==> src/rtl/fir_tap_sequencer.sv <==
// rtl/fir_tap_sequencer.sv - serial-MAC sequencer for a 16-tap FIR datapath
//
// Accepts one sample per handshake into a circular delay line, walks the
// coefficient index through an external combinational ROM, accumulates the
// products newest-sample-first, and presents one shifted, saturated result.
//
// Ports:
//   i_clk, i_rst_n          clock, asynchronous active-low reset
//   i_sample, i_sample_valid, o_sample_ready   input sample handshake
//   i_clear                 flush the delay line (honoured only in IDLE)
//   o_coef_idx, i_coef      coefficient ROM index out, coefficient back
//   o_result, o_result_valid, i_result_ready   output sample handshake
//   o_busy                  high whenever not IDLE
module fir_tap_sequencer #(
  parameter int NTAPS  = 16,
  parameter int DW     = 16,
  parameter int CW     = 16,
  parameter int ACCW   = 36,
  parameter int OSHIFT = 15
) (
  input  logic          i_clk,
  input  logic          i_rst_n,
  input  logic [DW-1:0] i_sample,
  input  logic          i_sample_valid,
  output logic          o_sample_ready,
  input  logic          i_clear,
  output logic [4:0]    o_coef_idx,
  input  logic [CW-1:0] i_coef,
  output logic [DW-1:0] o_result,
  output logic          o_result_valid,
  input  logic          i_result_ready,
  output logic          o_busy
);

  localparam int AW = $clog2(NTAPS);

  typedef enum logic [1:0] {IDLE, MAC, OUT} state_t;

  state_t                 state;
  logic [DW-1:0]          dline [NTAPS];
  logic [AW-1:0]          wr_ptr;
  logic [AW-1:0]          newest;
  logic [4:0]             k;
  logic signed [ACCW-1:0] acc;

  logic [AW-1:0]            rd_idx;
  logic signed [DW+CW-1:0]  prod;
  logic signed [ACCW-1:0]   prod_ext;
  logic signed [ACCW-1:0]   shifted;

  localparam logic signed [ACCW-1:0] SAT_MAX = {{(ACCW-DW+1){1'b0}}, {(DW-1){1'b1}}};
  localparam logic signed [ACCW-1:0] SAT_MIN = {{(ACCW-DW+1){1'b1}}, {(DW-1){1'b0}}};

  // Tap k reads the sample k steps older than the newest; NTAPS is a power
  // of two so the subtraction wraps modulo the delay-line depth for free.
  assign rd_idx   = newest - k[AW-1:0];
  assign prod     = $signed(dline[rd_idx]) * $signed(i_coef);
  assign prod_ext = {{(ACCW-DW-CW){prod[DW+CW-1]}}, prod};

  // Floor shift, then clamp into the signed DW range.
  assign shifted = acc >>> OSHIFT;

  always_comb begin
    o_result = shifted[DW-1:0];
    if (shifted > SAT_MAX)
      o_result = SAT_MAX[DW-1:0];
    else if (shifted < SAT_MIN)
      o_result = SAT_MIN[DW-1:0];
  end

  assign o_sample_ready = (state == IDLE) && !i_clear;
  // k is only non-zero while in MAC, so it doubles as the ROM index.
  assign o_coef_idx     = k;

  always_ff @(posedge i_clk or negedge i_rst_n) begin
    if (!i_rst_n) begin
      state          <= IDLE;
      wr_ptr         <= '0;
      newest         <= '0;
      k              <= '0;
      acc            <= '0;
      o_result_valid <= 1'b0;
      o_busy         <= 1'b0;
      for (int i = 0; i < NTAPS; i++) dline[i] <= '0;
    end else begin
      case (state)
        IDLE: begin
          if (i_clear) begin
            for (int i = 0; i < NTAPS; i++) dline[i] <= '0;
            wr_ptr <= '0;
          end else if (i_sample_valid) begin
            dline[wr_ptr] <= i_sample;
            newest        <= wr_ptr;
            wr_ptr        <= wr_ptr + AW'(1);
            k             <= '0;
            acc           <= '0;
            o_busy        <= 1'b1;
            state         <= MAC;
          end
        end
        MAC: begin
          acc <= acc + prod_ext;
          if (k == 5'(NTAPS-1)) begin
            k              <= '0;
            o_result_valid <= 1'b1;
            state          <= OUT;
          end else begin
            k <= k + 5'd1;
          end
        end
        OUT: begin
          if (i_result_ready) begin
            o_result_valid <= 1'b0;
            o_busy         <= 1'b0;
            state          <= IDLE;
          end
        end
        default: begin
          state          <= IDLE;
          k              <= '0;
          o_result_valid <= 1'b0;
          o_busy         <= 1'b0;
        end
      endcase
    end
  end

endmodule

==> config.mk <==
export PLATFORM = sky130hd
export DESIGN_NAME = fir_tap_sequencer
export DESIGN_NICKNAME = d
export VERILOG_FILES = /design/src/rtl/fir_tap_sequencer.sv
export SDC_FILE = /design/constraint.sdc
export NUM_CORES = 1
export LEC_CHECK = 0
export ABC_CLOCK_PERIOD_IN_PS = 7400
export CORE_AREA = 2 2 213 215
export CTS_CLUSTER_SIZE = 12
export DETAILED_ROUTE_END_ITERATION = 6
export DIE_AREA = 0 0 215 217
export GPL_ROUTABILITY_DRIVEN = 0
export PLACE_DENSITY_LB_ADDON = 0.25
export SYNTH_ARGS = -nofsm -noshare
export SYNTH_HDL_FRONTEND = slang
export SYNTH_SLANG_ARGS = --single-unit
export TNS_END_PERCENT = 1
==> constraint.sdc <==
create_clock -name i_clk -period 7.4 [get_ports i_clk]
set_input_delay 1.85 -clock i_clk [delete_from_list [all_inputs] [get_ports i_clk]]
set_output_delay 1.85 -clock i_clk [all_outputs]
set_load 0.1 [all_outputs]
# Word level (Yosys, flattened, before mapping)

Index checks and enable logic that the tools add are counted.

Add/subtract/negate cells: 4
Multipliers: 1
Magnitude comparators: 5
Eq/ne operators: 7
Multiplexer cells: 30
Bitwise operators: 6
Reductions and logical operators: 13

Operators by type and width:

| kind                   | number |
|---|---|
| $mux W256              | 2 |
| $bwmux W256            | 1 |
| $mux W16               | 5 |
| $mux W36               | 2 |
| $pmux W36 S2           | 1 |
| $bmux W16 S4           | 1 |
| $demux W16 S4          | 1 |
| $add A36 B32 Y36       | 1 |
| $mul A16 B16 Y32       | 1 |
| $gt A21 B16 Y1 const B | 1 |
| $lt A21 B16 Y1 const B | 1 |
| $mux W5                | 3 |
| $pmux W5 S3            | 1 |
| $reduce_and A3 Y1      | 4 |
| $ge A5 B5 Y1 const B   | 2 |
| $not A4 Y5             | 2 |
| $mux W2                | 4 |
| $mux W4                | 2 |
| $ne A2 B2 Y1 const B   | 4 |
| $reduce_and A4 Y1      | 2 |
| $pmux W1 S3            | 2 |
| $pmux W2 S3            | 1 |
| $add A5 B1 Y5 const B  | 1 |
| $eq A5 B4 Y1 const B   | 1 |
| other kinds (12)       | 20 |

Register bits: 309
Bits of input ports: 37
Output and inout port bits: 24
Logic and storage cells: 89

# Logic depth before layout (Yosys ltp)

Gate-level depths: netlist of run 1.

Depth after elaboration: 8
Mapped depth: 34
Gate-level depth less buffers: 31

# Worst setup path before layout of run 1

OpenSTA, ideal clock, no wires.

Path kind: reg2reg
From: register k[0] (netlist: o_coef_idx[0])
To: register acc[28]
Library setup time: 0.122 ns
Data arrival time: 8.369 ns
Slack: -1.090 ns
Stages on the path, launching flop included: 31
Path buffers: 4
Period minus slack after synthesis: 8.490 ns
Path through: dfrtp_1 -> ha_1 -> inv_1 -> fa_1 -> buf_4 -> clkbuf_1 -> buf_2 -> mux4_2 -> a211oi_1 -> a21oi_1 -> buf_2 -> nand2_1 -> fa_1 -> fa_1 -> fa_1 -> fa_1 -> inv_1 -> fa_1 -> inv_1 -> fa_1 -> inv_1 -> ha_1 -> nand2_1 -> nor2_1 -> a221oi_4 -> o21a_1 -> o21a_1 -> o21ai_2 -> o21a_1 -> or3_1 -> a32o_1

Longest elaborated chain between the ends: 8

RTL lines:

| element                                      | RTL line | RTL |
|---|---|---|
| start, declared                              | 43       | `logic [4:0] k;` |
| start signal, assigned                       | 108      | `k <= k + 5'd1;` |
| $sub A4 B4 Y4                                | 56       | `assign rd_idx = newest - k[AW-1:0];` |
| $not A4 Y5 (implied by the code)             | 57       | `assign prod = $signed(dline[rd_idx]) * $signed(i_coef);` |
| $bmux W16 S4                                 | 57       |  |
| $mux W16 (implied by the code) (2 in series) | 57       |  |
| $mul A16 B16 Y32                             | 57       |  |
| $add A36 B32 Y36                             | 102      | `acc <= acc + prod_ext;` |
| $pmux W36 S2                                 | 86       | `case (state)` |
| end signal, assigned                         | 102      |  |
| end, declared                                | 44       | `logic signed [ACCW-1:0] acc;` |

Every way passes these cells. The select of a mux whose other input is x is not followed.
A chain may end at the register's enable or synchronous reset.

# Final worst setup path of run 1

Same ends and word-level chain as after synthesis.

==> results.toml, run 1 <==
[timing]
finalSetupViolCount = 19
finClkSkew_ns = 0.0217
fmax_mhz = 126
finalWorstPathRequiredPeriod_ns = 7.96
fin_crit_sh_pct = 108
finalHoldViolCount = 0
rsz0062_at_grt = "true"
tightest_slew_ns = 1.19
maxSlewViolCount = 0
slew_headroom_pct = 20.3
hold_ws_ns = 0.476
fin_ws_ns = -0.563

[floorplan]
initial_utilization_pct = 56.7
fp.dieW_um = 215
die_area_um2 = 46700
pin_count = 61
placement_rows = 78
core_area_um2 = 44700
die_height_um = 217

[synth]
yosysUniqueCellTypes = 61
ys_async_sr_fraction_pct = 100
syn_area_um2 = 25300
synth_area_leaders = "dfrtp_1 31%, fa_1 25%, nand2_1 6.5%"
synth_top_family_by_area = "adder cells"
yosys_warnings = 0
ys_seq_elements = 309
synth-simple-area-share_pct = 12.4
ys.flop_type = "dfrtp_1"
synth-seq-area-share_pct = 30.5
synth_edf_count = 0
syn_inst = 2548
synth_compound_area_share_pct = 10.3
syn_avg_cell_area_um2 = 9.95
synthMuxAreaShare_pct = 6.67
synth_xor_area_share_pct = 1.34
synthesis.nets = 3015
yosys.area.top_type = "dfrtp_1"
synth_top_area_share_pct = 30.5
synth_fa_ha_area_share_pct = 30.6

[route]
wl_um = 64700
via_per_inst = 5.61
vias = 18800
route.detailed.drc = 0
drtAntennaViolNets = 0
drtPass1Iterations = 5
post_drt_wl_per_cell_um = 19.3
drt_iter0_markers = 1272

[worst_setup_path]
endpoint = "acc[28]$_DFFE_PN0P_"
r2r_end = "acc[28]$_DFFE_PN0P_"
worst_path_most_repeated_cell = "fa_1"
critPathSlowestCell = "fa_2"
crit_fanout = 16
critical-path-max-stage-delay_ns = 0.57
rr_startpoint = "o_coef_idx[0]$_DFFE_PN0P_"
critPathLaunch = "o_coef_idx[0]$_DFFE_PN0P_"
startpoint_type = "register"
arrival_ns = 8.41
worstSetupEndpointType = "register"
reg2reg_depth = 29
crit_type = "reg2reg"
required_ns = 7.84
r2r_setup_slack_ns = -0.56

[global_route]
grt_first_pass_wirelength_um = 108000
antenna_found_initial = 0
grtUsageTotal_pct = 29.0
grt_pass1_vias = 20900
grt_max_degree = 180
grt-ovfl-total = 0

[clock_tree]
cts_tree = "yes"
cts-hold-fix-buffers = 0
worstSkewPairLatency_ns = 0.57
htreeDepth = 1
ctsRootBufferMaster = "clkbuf_16"
cts_buffer_depth = 3
clk_pin_slew_worst_paths_ns = 0.07
clock_sinks = 309
cts_inserted_buffers = 31

[placement]
dpl.cell_count = 3299
io_buffers = 60
dpl.hpwl_um = 48400

[hold_path]
hold_path_class = "reg2reg"

[cells_and_area]
final_util_pct = 66.5
layout_commonest_cell = "nand2_1"
nets = 3212
drive_gt1_share_pct = 16.5
final_cell_mix = "437 x nand2_1, 401 x inv_1, 306 x fa_1, 306 x dfrtp_1, 286 x o21ai_0"
fillCellCount = 3458
stdcell_count = 3357
synthToLayoutAreaGrowth_pct = 17.3
n_antenna_cell = 0

[status]
status = "finished, violations left"
violations = "setup timing"

[flow_run]
maxCapViolCount = 0
synthesized netlist by cell type (all sizes together), types with 2 or more instances:
cell and n:
nand2 441, inv 405, o21ai 326, fa 315, dfrtp 309, ha 115
clkbuf 88, and2 77, nor2b 69, mux4 64, nor2 47, a21oi 39
buf 36, nand2b 34, a21o 28, xnor2 21, a211oi 17, mux2i 16
xor2 16, nand3 12, mux2 8, nor3 7, o21a 7, a22o 5
o22ai 5, and3 4, o21bai 4, a31oi 3, o211ai 3, o31ai 3
o41ai 3, or3 3, nand4 2
critical path: cells and delay by family, from the launching register on:
kind                     cells  cell delay, ns
AO/OA/AOI/OAI                9            1.59
adder cells (fa/ha/maj)      9            3.80
buffers and inverters        7            0.65
flip-flops                   1            0.49
multiplexers                 2            0.75
AND/OR/NAND/NOR              2            0.50
metrics by stage:
step,instance area (um2),setup slack [ns],TNS (ns)
6_report,29700,-0.563,-6.22
5_1_grt,29700,-0.747,-10.83
4_1_cts,29500,-0.514,-6.30
3_5_place_dp,28400,-0.661,-8.93
3_3_place_gp,28400,-0.583,-7.77
2_1_floorplan,25700,-0.142,-0.515
kinds of logic (layout without fill, tap and decap cells):
logic type,Yosys count,count (layout)
buf+inv,529,737
fa+ha+maj,430,430
simple gates,700,700
xor+xnor,37,37
flops,309,309
mux,88,88
compound gates,455,456
flip-flops by register name (all words and copies together), names as in the netlist:
name	count
newest	4
acc	36
state	2
o_coef_idx	5
o_result_valid	1
dline	256
o_busy	1
wr_ptr	4
worst min path at each step:
stage	startpoint	end	slack (ns)	depth (start not counted)
floorplan	dline[0]$_DFFE_PN0P_	dline[0]$_DFFE_PN0P_	0.44	2
global placement	dline[16]$_DFFE_PN0P_	dline[16]$_DFFE_PN0P_	0.46	2
detailed placement	dline[65]$_DFFE_PN0P_	dline[65]$_DFFE_PN0P_	0.47	2
CTS	dline[65]$_DFFE_PN0P_	dline[65]$_DFFE_PN0P_	0.48	2
global route	dline[6]$_DFFE_PN0P_	dline[6]$_DFFE_PN0P_	0.50	2
finish	dline[65]$_DFFE_PN0P_	dline[65]$_DFFE_PN0P_	0.48	2
what timing repair did:
item,in CTS,in global routing
buffers inserted,6,6
resized for setup,32,29
pin swaps,16,12
gates cloned,0,1
endpoints found under the setup margin,23,24
cell type report:
type                       count  area [um2]  area share, %
clock buffer                  42         857           2.88
clock inverter                 3        42.5          0.143
inverter                     405        1520           5.12
multi-input combinational   1711       16100           54.2
sequential                   309        7740           26.1
tap                          600         751           2.53
timing repair buffer         287        2690           9.06
metal layers:
layer	global-route usage [%]	routed length, um
met5	0	0
met4	9.03	1910
met3	3.07	3740
met2	51.1	32900
met1	38.1	26100
Power of run 1 is not shown: default switching activity piles up to over one toggle a cycle in this logic, so the estimate is an artifact.
==> run 2, diff against run 1 <==
--- a/config.mk
+++ b/config.mk
@@ -6,10 +6,10 @@
 export NUM_CORES = 1
 export LEC_CHECK = 0
 export ABC_CLOCK_PERIOD_IN_PS = 7400
-export CORE_AREA = 2 2 213 215
+export CORE_AREA = 4 4 215 217
 export CTS_CLUSTER_SIZE = 12
 export DETAILED_ROUTE_END_ITERATION = 6
-export DIE_AREA = 0 0 215 217
+export DIE_AREA = 0 0 219 221
 export GPL_ROUTABILITY_DRIVEN = 0
 export PLACE_DENSITY_LB_ADDON = 0.25
 export SYNTH_ARGS = -nofsm -noshare
==> results.toml, run 2 (synthesized netlist as in run 1, its figures left out) <==
[worst_setup_path]
endpoint = "acc[33]$_DFFE_PN0P_"
worstSetupEndpointType = "register"
critPathLaunch = "o_coef_idx[0]$_DFFE_PN0P_"
critical-path-max-stage-delay_ns = 0.62
worst_path_most_repeated_cell = "fa_1"
startpoint_type = "register"
reg2reg_depth = 31
r2r_end = "acc[33]$_DFFE_PN0P_"
crit_fanout = 10
arrival_ns = 8.47
required_ns = 7.90
rr_startpoint = "o_coef_idx[0]$_DFFE_PN0P_"
critPathSlowestCell = "fa_1"
r2r_setup_slack_ns = -0.56
crit_type = "reg2reg"

[timing]
finalHoldViolCount = 0
fin_ws_ns = -0.562
hold_ws_ns = 0.475
finalSetupViolCount = 19
finalWorstPathRequiredPeriod_ns = 7.96
fin_crit_sh_pct = 108
fmax_mhz = 126
rsz0062_at_grt = "true"
finClkSkew_ns = 0.0161
slew_headroom_pct = 21.4
maxSlewViolCount = 0
tightest_slew_ns = 1.17

[route]
post_drt_wl_per_cell_um = 19.7
drt_iter0_markers = 1361
vias = 18900
wl_um = 65900
drtAntennaViolNets = 0
via_per_inst = 5.65
route.detailed.drc = 0
drtPass1Iterations = 5

[global_route]
grt_busiest_layer = "met2"
grtUsageTotal_pct = 27.8
antenna_found_initial = 0
met3_usage_pct = 4.02
grt_max_degree = 123
grt_util_met2_pct = 47.4
grt-ovfl-total = 0
met1_usage_pct = 36.7
grt_pass1_vias = 20700
grt_first_pass_wirelength_um = 108000

[clock_tree]
cts_tree = "yes"
ctsRootBufferMaster = "clkbuf_16"
cts_buffer_depth = 3
worstSkewPairLatency_ns = 0.58
htreeDepth = 1
clk_pin_slew_worst_paths_ns = 0.06
clock_sinks = 309
cts_inserted_buffers = 31

[cells_and_area]
final_cell_mix = "437 x nand2_1, 401 x inv_1, 310 x fa_1, 306 x dfrtp_1, 284 x o21ai_0"
synthToLayoutAreaGrowth_pct = 17.3
fillCellCount = 3369
layout_commonest_cell = "nand2_1"
top_register = "dline"
drive_gt1_share_pct = 16.3
largest_reg_flops = 256
n_antenna_cell = 0
stdcell_area_um2 = 29700
nets = 3211

[floorplan]
fp.dieW_um = 219
placement_rows = 77
initial_utilization_pct = 57.4
die_height_um = 221
die_area_um2 = 48400
core_area_um2 = 44100
pin_count = 61

[status]
violations = "setup timing"
status = "finished, violations left"

[flow_run]
maxCapViolCount = 0

[hold_path]
hold_path_class = "reg2reg"

[placement]
dpl.hpwl_um = 49200
dpl-instance-area_um2 = 28400
io_buffers = 60
run 2: cell count changes in the layout (fill, tap and decap cells not counted), sizes merged:
| cell | before | now |
|---|---|---|
| buf | 228 | 226 |
| bufbuf | 0 | 1 |
| clkinv | 1 | 3 |
| clkinvlp | 1 | 0 |
run 2: worst min path at each step:
| stage | to | from | depth (start not counted) | slack, ns |
|---|---|---|---|---|
| floorplan | dline[0]$_DFFE_PN0P_ | dline[0]$_DFFE_PN0P_ | 2 | 0.44 |
| global placement | dline[127]$_DFFE_PN0P_ | dline[127]$_DFFE_PN0P_ | 2 | 0.46 |
| detailed placement | dline[157]$_DFFE_PN0P_ | dline[157]$_DFFE_PN0P_ | 2 | 0.46 |
| CTS | dline[19]$_DFFE_PN0P_ | dline[19]$_DFFE_PN0P_ | 2 | 0.48 |
| global route | dline[223]$_DFFE_PN0P_ | dline[223]$_DFFE_PN0P_ | 2 | 0.50 |
| finish | dline[19]$_DFFE_PN0P_ | dline[19]$_DFFE_PN0P_ | 2 | 0.48 |
run 2: layout make-up:
class                      instances  area (um2)  share of cell area [%]
sequential                       309        7740                    26.0
clock inverter                     4        45.0                   0.151
inverter                         405        1520                    5.11
multi-input combinational       1711       16100                    54.1
tap                              592         741                    2.49
timing repair buffer             286        2760                    9.29
clock buffer                      42         847                    2.85
run 2: layer usage:
metal / share of wire (%) / routed length [um] / up-vias
met1: 40 / 26300 / 9690
met4: 3.6 / 2350 / 0
li1: - / - / 8459
met3: 6.0 / 3920 / 160
met2: 51 / 33300 / 623
met5: 0 / 0 / -
run 2: worst max-delay path, delay by kind of cell, from the launching register on:
kind                     cells  cell delay, ns
AO/OA/AOI/OAI                9            1.90
flip-flops                   1            0.48
buffers and inverters        8            0.89
AND/OR/NAND/NOR              4            0.40
multiplexers                 1            0.24
adder cells (fa/ha/maj)      9            3.97
run 2: timing repair:
| action | CTS | global route |
|---|---|---|
| gates cloned | 1 | 1 |
| setup endpoints to repair | 22 | 25 |
| buffers inserted | 6 | 3 |
| resized for setup | 47 | 14 |
| pin swaps | 24 | 9 |
| hold buffers | 0 | 0 |
run 2: metrics by stage:
stage / utilization (%) / TNS (ns) / instances / setup WS (ns)
CTS: 67.2 / -7.38 / 3345 / -0.550
detailed placement: 64.4 / -8.65 / 3292 / -0.665
finish: 67.4 / -6.93 / 3349 / -0.562
global placement: 64.4 / -7.53 / 3292 / -0.610
global route: 67.4 / -13.20 / 3349 / -0.853
floorplan: - / -0.515 / 2548 / -0.142
Power of run 2 is left out for the same reason.
